==> config.mk <==
export PLATFORM = sky130hd
export DESIGN_NAME = apb_slave_access_ctrl
export DESIGN_NICKNAME = d
export VERILOG_FILES = /design/src/rtl/apb_pkg.sv /design/src/rtl/apb_slave_access_ctrl.sv
export SDC_FILE = /design/constraint.sdc
export NUM_CORES = 1
export LEC_CHECK = 0
export ABC_CLOCK_PERIOD_IN_PS = 2000
export BUFFER_PORTS_ARGS = -buffer_cell sky130_fd_sc_hd__buf_2
export CORE_AREA = 8 8 92 94
export DETAILED_ROUTE_END_ITERATION = 7
export DIE_AREA = 0 0 100 102
export PLACE_DENSITY = 0.68
export SLEW_MARGIN = 20
export SYNTH_ARGS = -nofsm -noshare
export SYNTH_HDL_FRONTEND = slang
export SYNTH_SLANG_ARGS = --single-unit
==> constraint.sdc <==
create_clock -name PCLK -period 2 [get_ports PCLK]
set_clock_uncertainty 0.1 [all_clocks]
set_input_delay 0.4 -clock PCLK [delete_from_list [all_inputs] [get_ports PCLK]]
set_output_delay 0.4 -clock PCLK [all_outputs]
set_load 0.03 [all_outputs]
==> src/rtl/apb_pkg.sv <==
// Shared APB subsystem types.
// The state encoding is visible on state_o for debug, so the values are fixed here.
package apb_pkg;

  typedef enum logic [1:0] {
    IDLE      = 2'b00,
    NOT_READY = 2'b10,
    ERROR     = 2'b11
  } states_t;

endpackage

==> src/rtl/apb_slave_access_ctrl.sv <==
// APB3 slave transfer sequencer: decodes a transfer and hands it to a register backend over req/ack.
// Latency: zero wait states when bk_ack arrives in the first access cycle, +1 wait per cycle without ack.
// Backpressure: PREADY held low while the backend has not acked; master abort (PSEL low) cancels.
// Optional APB_CTRL_TIMEOUT_EN: bounds NOT_READY to TIMEOUT cycles, then forces an error response.
module apb_slave_access_ctrl #(
  parameter int                 ADDR_W     = 12,
  parameter int                 DATA_W     = 32,
  parameter logic [ADDR_W-1:0]  ADDR_LIMIT = 'h0FC,
  parameter int                 TIMEOUT    = 16
) (
  input  logic              PCLK,
  input  logic              PRESET,
  input  logic              PSEL,
  input  logic              PENABLE,
  input  logic              PWRITE,
  input  logic [ADDR_W-1:0] PADDR,
  input  logic [DATA_W-1:0] PWDATA,
  output logic [DATA_W-1:0] PRDATA,
  output logic              PREADY,
  output logic              PSLVERR,
  output logic              bk_req,
  output logic              bk_write,
  output logic [ADDR_W-1:0] bk_addr,
  output logic [DATA_W-1:0] bk_wdata,
  input  logic [DATA_W-1:0] bk_rdata,
  input  logic              bk_ack,
  input  logic              bk_err,
  output logic [1:0]        state_o
);

  import apb_pkg::*;

  states_t           state_q;
  logic              bk_write_q;
  logic [ADDR_W-1:0] bk_addr_q;
  logic [DATA_W-1:0] bk_wdata_q;

  logic setup;
  logic illegal;

  // A new transfer is only recognised in its setup phase.
  assign setup   = PSEL & ~PENABLE;
  // Decoded from the live bus so the decision is ready at the setup edge.
  assign illegal = (PADDR > ADDR_LIMIT) || (PADDR[1:0] != 2'b00);

`ifdef APB_CTRL_TIMEOUT_EN
  localparam int              TW         = $clog2(TIMEOUT + 1);
  localparam logic [TW-1:0]   TIMER_LAST = TW'(TIMEOUT - 1);
  logic [TW-1:0] timer_q;
`else
  // TIMEOUT only matters when the watchdog timer is built in.
  logic unused_timeout;
  assign unused_timeout = |TIMEOUT;
`endif

  // Transfer sequencer: captures the request, waits for the backend, returns to IDLE.
  always_ff @(posedge PCLK) begin
    if (PRESET) begin
      state_q    <= IDLE;
      bk_write_q <= 1'b0;
      bk_addr_q  <= '0;
      bk_wdata_q <= '0;
`ifdef APB_CTRL_TIMEOUT_EN
      timer_q    <= '0;
`endif
    end else begin
      case (state_q)
        IDLE: begin
          if (setup) begin
            bk_write_q <= PWRITE;
            bk_addr_q  <= PADDR;
            bk_wdata_q <= PWDATA;
            state_q    <= illegal ? ERROR : NOT_READY;
`ifdef APB_CTRL_TIMEOUT_EN
            timer_q    <= '0;
`endif
          end
        end
        NOT_READY: begin
          // Ack has priority over both abort and timeout.
          if (bk_ack) begin
            state_q <= IDLE;
          end else if (!PSEL) begin
            state_q <= IDLE;
`ifdef APB_CTRL_TIMEOUT_EN
          end else if (timer_q == TIMER_LAST) begin
            state_q <= ERROR;
          end else begin
            timer_q <= timer_q + TW'(1);
`endif
          end
        end
        ERROR: begin
          state_q <= IDLE;
        end
        default: begin
          state_q <= IDLE;
        end
      endcase
    end
  end

  // Bus responses follow the state; completion in NOT_READY is passed straight through from the backend.
  always_comb begin
    PREADY  = 1'b1;
    PSLVERR = 1'b0;
    PRDATA  = '0;
    bk_req  = 1'b0;
    case (state_q)
      NOT_READY: begin
        bk_req  = 1'b1;
        PREADY  = bk_ack;
        PSLVERR = bk_ack & bk_err;
        if (bk_ack && !bk_write_q) begin
          PRDATA = bk_rdata;
        end
      end
      ERROR: begin
        PSLVERR = 1'b1;
      end
      default: begin
        PREADY = 1'b1;
      end
    endcase
  end

  assign bk_write = bk_write_q;
  assign bk_addr  = bk_addr_q;
  assign bk_wdata = bk_wdata_q;
  assign state_o  = state_q;

endmodule

==> flow_metrics.env, run 1 <==
export IMPL_status="finished clean"
export IMPL_grt_pass1_vias=2216
export IMPL_reg2reg_depth=4
export IMPL_whs_ps=260
export IMPL_cts_sinks=47
export IMPL_antenna_left=0
export IMPL_ys_seq_elements=47
export IMPL_drc_errors=0
export IMPL_drv_cap=0
export IMPL_synth_most_common_cell="nand2b_1"
export IMPL_synth_nets=327
export IMPL_post_cts_buffers=0
export IMPL_p_per_area_mw_per_mm2=595
export IMPL_min_path_type="input port to flip-flop"
export IMPL_crit_slowest_cell="and4bb_2"
export IMPL_routedWlPerCell_um=14.2
export IMPL_startpoint_type="flip-flop"
export IMPL_io_buffer_count=164
export IMPL_synth_area_mm2=0.00239
export IMPL_grt_max_degree=93
export IMPL_clkTransAtPathRegs_ps=80
export IMPL_r2r_start="state_o[0]"
export IMPL_reg2reg_slack_ps=350
export IMPL_power_leakage_nw=1.69
export IMPL_crit_family="simple AND/OR/NAND/NOR gates"
export IMPL_rsz0062_at_grt="no"
export IMPL_synth_cell_types=16
export IMPL_drv_slew=0
export IMPL_peakVddDrop_mv=0.394
export IMPL_numCtsBuffers=5
export IMPL_cp_endpoint="PRDATA[19]"
export IMPL_vias_per_cell=4.24
export IMPL_crit_cells=3
export IMPL_setup_violations=0
export IMPL_syn_area_per_cell_um2=9.79
export IMPL_worst_slew_pin_slew_ps=401
export IMPL_slew_headroom_pct=73.2
export IMPL_wirelength_um=7150
export IMPL_ys_seq_area_share_pct=39.4
export IMPL_synthTopCellsByCount="nand2b_1, dfxtp_1, mux2i_1"
export IMPL_critPathRequiredTime_ps=1500
export IMPL_placementRows=31
export IMPL_n_antenna_cell=0
export IMPL_grt_total_usage_pct=13.0
export IMPL_ioPinCount=165
export IMPL_crit_start="state_o[0]"
export IMPL_regArea_um2=946
export IMPL_core_mm2=0.00706
export IMPL_tritoncts="built"
export IMPL_path_max_fanout=8
export IMPL_cts_path_max_buffers=2
export IMPL_worst_skew_pair_late_latency_ps=290
export IMPL_asyncSetResetFlopFracSynth_pct=0
export IMPL_die_h_um=102
export IMPL_drive_above_1_share_pct=44.7
export IMPL_cts_root_buf="clkbuf_8"
export IMPL_fin_nets=487
export IMPL_hpwl_um=5350
export IMPL_cp_end_kind="output port"
export IMPL_fin_crit_ps=1930
export IMPL_stdcell_area_mm2=0.00341
export IMPL_cpPeakStageDelay_ps=410
export IMPL_yosys_area_top_type="dfxtp_1"
export IMPL_area_growth_pct=42.6
export IMPL_num_vias=2135
export IMPL_yosysWarningCount=0
export IMPL_cts_hold_buffers=0
export IMPL_die_w_um=100
export IMPL_path_buf_inv=1
export IMPL_synth_edff_count=0
export IMPL_min_period_over_period_pct=96.6
export IMPL_antenna_found_initial=0
export IMPL_grt_first_pass_wirelength_um=10800
export IMPL_nFillCells=699
export IMPL_critical_path_cell_chain="and4bb_2 -> and2_1 -> buf_2"
export IMPL_synthFlopType="dfxtp_1"
export IMPL_drtIter0Drc=74
export IMPL_synthCells=244
export IMPL_multiInputGateArea_mm2=0.00137
export IMPL_grt_ovfl_total=0
export IMPL_htree_levels=2
export IMPL_r2r_end="bk_wdata[3]"
export IMPL_die_area_mm2=0.0102
export IMPL_setup_tns_final_ps=0
export IMPL_ys_top_cells_by_area="dfxtp_1, nand2b_1, mux2i_1, and2_1, buf_12"
export IMPL_dr_pass1_iters=4
export IMPL_gp_congestion=0.768
export IMPL_start_util_pct=33.9
export IMPL_max_freq_mhz=517
export IMPL_utilization_pct=48.3
export IMPL_synth_top_cell_area_share_pct=39.4
export IMPL_critPathArrivalTime_ps=1430
export IMPL_hold_violations=0
export IMPL_critPathKind="flip-flop to output port"
export IMPL_placed_cell_area_mm2=0.00327
## logic make-up after synthesis
family                 after synthesis  synth area share (%)
buffers and inverters               18                  5.86
AND/OR/NAND/NOR                    131                  35.2
AO/OA/AOI/OAI                        3                 0.733
flip-flops                          47                  39.4
multiplexers                        45                  18.8
## state kept, by name, indices dropped and copies added (netlist names)
signal and count:
bk_wdata 32, bk_write 1, bk_addr 12, state_o 2
## worst min-delay path by stage
stage | cells after the start | from | end | slack, ps
after floorplan | 2 | PADDR[0] | bk_addr[0] | 460
after global placement | 2 | bk_wdata[17] | bk_wdata[17] | 350
after detailed placement | 2 | bk_addr[7] | bk_addr[7] | 360
after CTS | 3 | PWDATA[12] | bk_wdata[12] | 250
after global routing | 3 | PWDATA[8] | bk_wdata[8] | 250
final | 3 | PWDATA[26] | bk_wdata[26] | 260
## area by class of cell
| type | count | area share [%] |
|---|---|---|
| clock buffer | 7 | 2.24 |
| clock inverter | 1 | 0.147 |
| multi-input combinational | 182 | 40.1 |
| sequential | 47 | 27.8 |
| tap | 99 | 3.63 |
| timing repair buffer | 168 | 26.1 |
## stage by stage
step,power [mW],cells,setup slack [ps]
CTS,2.06,502,3.81
floorplan,1.33,244,54.4
global route,2.15,504,8.75
finish,2.03,504,67.3
global placement,1.49,493,123
detailed placement,1.50,493,62.3
## layer usage
layer / wire length [um] / vias up / share of wire [%] / GRT usage [%]
met5: 0 / - / 0 / 0
met4: 73 / 0 / 1.0 / 3.60
met3: 576 / 7 / 8.1 / 4.63
met2: 3280 / 77 / 46 / 20.3
met1: 3220 / 945 / 45 / 16.5
li1: - / 1106 / - / -
## worst reg2reg max path: cells and delay by family (launching register included)
kind          cells  cell delay [ps]
buf+inv           2              440
mux               1              230
simple gates      1              420
flops             1              380
## placed cells by master, fill, tap and decap left out, drive strengths merged
cell    instances
nor4            1
clkbuf          8
a21oi           2
dfxtp          47
nor4b           1
clkinv          1
and2           32
nor2            1
and4bb          4
buf           167
mux2i          45
nand2b         91
or4bb           1
a211oi          1
nor2b           2
or4b            1
## report_power, final
part           total [mW]  internal (mW)  switching [mW]
clock               0.547          0.246           0.301
combinational       0.468          0.204           0.263
sequential           1.01          0.984          0.0287
total                2.03           1.43           0.593
## timing repair
item | CTS | global route
resized for setup | 3 | 4
hold endpoints to repair | 0 | 0
pin swaps | 1 | 2
cloned | 1 | 2
setup endpoints to repair | 32 | 32
Note: power is estimated with default switching activity, not from simulation.
==> run 2: changes to the inputs <==
PLACE_DENSITY = not set   (was 0.68)
PLACE_DENSITY_LB_ADDON = 0.08   (was not set)
==> run 2 against run 1 <==
Effect of this change:
- power is 5.5% higher
- hold slack is essentially flat
- highest routed layer unchanged
- first-iteration DRC count decreased by 55%
- critical endpoint is now PRDATA[24]
- maximum frequency rose by 0.50%
==> flow_metrics.env, run 2 (synthesis results as in run 1) <==
export IMPL_status="finished clean"
export IMPL_met2_usage_pct=22.1
export IMPL_drv_slew=0
export IMPL_grt_ovfl_total=0
export IMPL_place_ws_ps=222
export IMPL_p_per_area_mw_per_mm2=627
export IMPL_path_buf_inv=2
export IMPL_io_buffer_count=164
export IMPL_fin_nets=485
export IMPL_min_path_type="input port to flip-flop"
export IMPL_p_sw_mw=0.586
export IMPL_crit_slowest_cell="and4bb_2"
export IMPL_final_common_cell="buf_2"
export IMPL_largest_register_ffs=32
export IMPL_critPathRequiredTime_ps=1500
export IMPL_p_sw_share_pct=27.4
export IMPL_nFillCells=697
export IMPL_busiest_layer="met2"
export IMPL_area_growth_pct=42.6
export IMPL_vias_per_cell=4.19
export IMPL_drive_above_1_share_pct=44.0
export IMPL_drc_errors=0
export IMPL_cts_path_max_buffers=2
export IMPL_peakVddDrop_mv=0.223
export IMPL_grt_max_degree=93
export IMPL_fin_crit_ps=1920
export IMPL_cts_root_buf="clkbuf_8"
export IMPL_drtIter0Drc=33
export IMPL_min_period_over_period_pct=96.2
export IMPL_max_freq_mhz=520
export IMPL_path_max_fanout=32
export IMPL_hold_violations=0
export IMPL_placementRows=31
export IMPL_reg2reg_depth=4
export IMPL_grt_total_usage_pct=12.7
export IMPL_die_h_um=102
export IMPL_n_antenna_cell=0
export IMPL_min_path_cells=3
export IMPL_setup_violations=0
export IMPL_gp_congestion=0.805
export IMPL_htree_levels=2
export IMPL_antenna_found_initial=0
export IMPL_critPathKind="flip-flop to output port"
export IMPL_clkTransAtPathRegs_ps=90
export IMPL_rsz0062_at_grt="no"
export IMPL_grt_pass1_vias=2290
export IMPL_cpPeakStageDelay_ps=330
export IMPL_internal_power_mw=1.55
export IMPL_cp_end_kind="output port"
export IMPL_crit_family="simple AND/OR/NAND/NOR gates"
export IMPL_power_leakage_nw=1.68
export IMPL_use_met1_pct=13.6
export IMPL_post_cts_buffers=0
export IMPL_setup_ws_ps=76.8
export IMPL_setup_tns_final_ps=0
export IMPL_die_area_mm2=0.0102
export IMPL_final_cells=501
export IMPL_crit_cells=4
export IMPL_critPathArrivalTime_ps=1420
export IMPL_final_cell_mix="buf_2, nand2b_1, dfxtp_1"
export IMPL_grt_first_pass_wirelength_um=10500
export IMPL_ioPinCount=165
export IMPL_start_util_pct=33.9
export IMPL_tritoncts="built"
export IMPL_wirelength_um=6810
export IMPL_dr_pass1_iters=4
export IMPL_seq_power_share_pct=47.1
export IMPL_clock_power_share_pct=31.4
export IMPL_startpoint_type="flip-flop"
export IMPL_worst_slew_pin_slew_ps=334
export IMPL_critical_path_cell_chain="and4bb_2 -> buf_12 -> and2_1 -> buf_2"
export IMPL_numCtsBuffers=5
export IMPL_worst_skew_pair_late_latency_ps=290
export IMPL_cts_hold_buffers=0
export IMPL_drv_cap=0
export IMPL_hpwl_um=5250
export IMPL_num_vias=2099
export IMPL_placed_cells=494
export IMPL_die_w_um=100
export IMPL_routedWlPerCell_um=13.6
export IMPL_slew_headroom_pct=77.7
export IMPL_cts_sinks=47
export IMPL_power_frac_comb_pct=21.6
export IMPL_gr_usage_met3_pct=5.86
export IMPL_antenna_left=0
export IMPL_core_mm2=0.00706
==> run 2: cell count changes in the layout (fill, tap and decap cells not counted), moves of 2 or more <==
cell | previous run | this run
and4bb_4 | 3 | 0
buf_2 | 163 | 153
buf_4 | 1 | 5
clkbuf_4 | 1 | 8
dfxtp_1 | 45 | 47
==> run 2: cell type report <==
type | instances | area (um^2) | area share [%]
clock buffers | 6 | 72.6 | 2.13
clock inverters | 1 | 30.0 | 0.881
multi-input cells | 179 | 1320 | 38.7
flip-flops and latches | 47 | 941 | 27.6
well taps | 99 | 124 | 3.63
repair buffers | 169 | 923 | 27.1
==> run 2: worst paths after layout <==
check	start	endpoint	slack, ps
setup / recovery	state_o[0]	PRDATA[24]	80
hold / removal	PWDATA[14]	bk_wdata[14]	260
setup reg to reg	state_o[1]	bk_wdata[31]	430
hold reg to reg	bk_wdata[25]	bk_wdata[25]	370
==> run 2: layer usage <==
| metal | vias up | part of all wire [%] |
|---|---|---|
| li1 | 1095 | - |
| met1 | 901 | 43 |
| met2 | 101 | 46 |
| met3 | 2 | 10 |
| met4 | 0 | 0.69 |
| met5 | - | 0 |
==> run 2: what timing repair did <==
item / CTS / global route
hold endpoints to repair: 0 / 0
resized for setup: 0 / 14
setup endpoints to repair: 0 / 11
==> run 2: power groups by stage <==
stage / combinational (mW) / clock (mW) / sequential, mW
6_report: 0.461 / 0.670 / 1.01
5_1_grt: 0.498 / 0.740 / 1.01
4_1_cts: 0.468 / 0.704 / 1.01
3_5_place_dp: 0.467 / 0 / 1.03
3_3_place_gp: 0.463 / 0 / 1.03
2_1_floorplan: 0.205 / 0 / 1.13
==> run 2: stage by stage <==
step           hold slack [ps]  instance area (um^2)  total power, mW  utilization [%]
6_report                   259                  3410             2.14             48.3
5_1_grt                    246                  3410             2.25             48.3
4_1_cts                    246                  3380             2.18             47.9
3_5_place_dp               359                  3280             1.50             46.4
3_3_place_gp               356                  3280             1.49             46.4
2_1_floorplan              455                  2390             1.33                -
==> run 2: worst min-delay path, stage by stage <==
cell and delay, ps:
buf_2 90, nand2b_1 60, mux2i_1 60
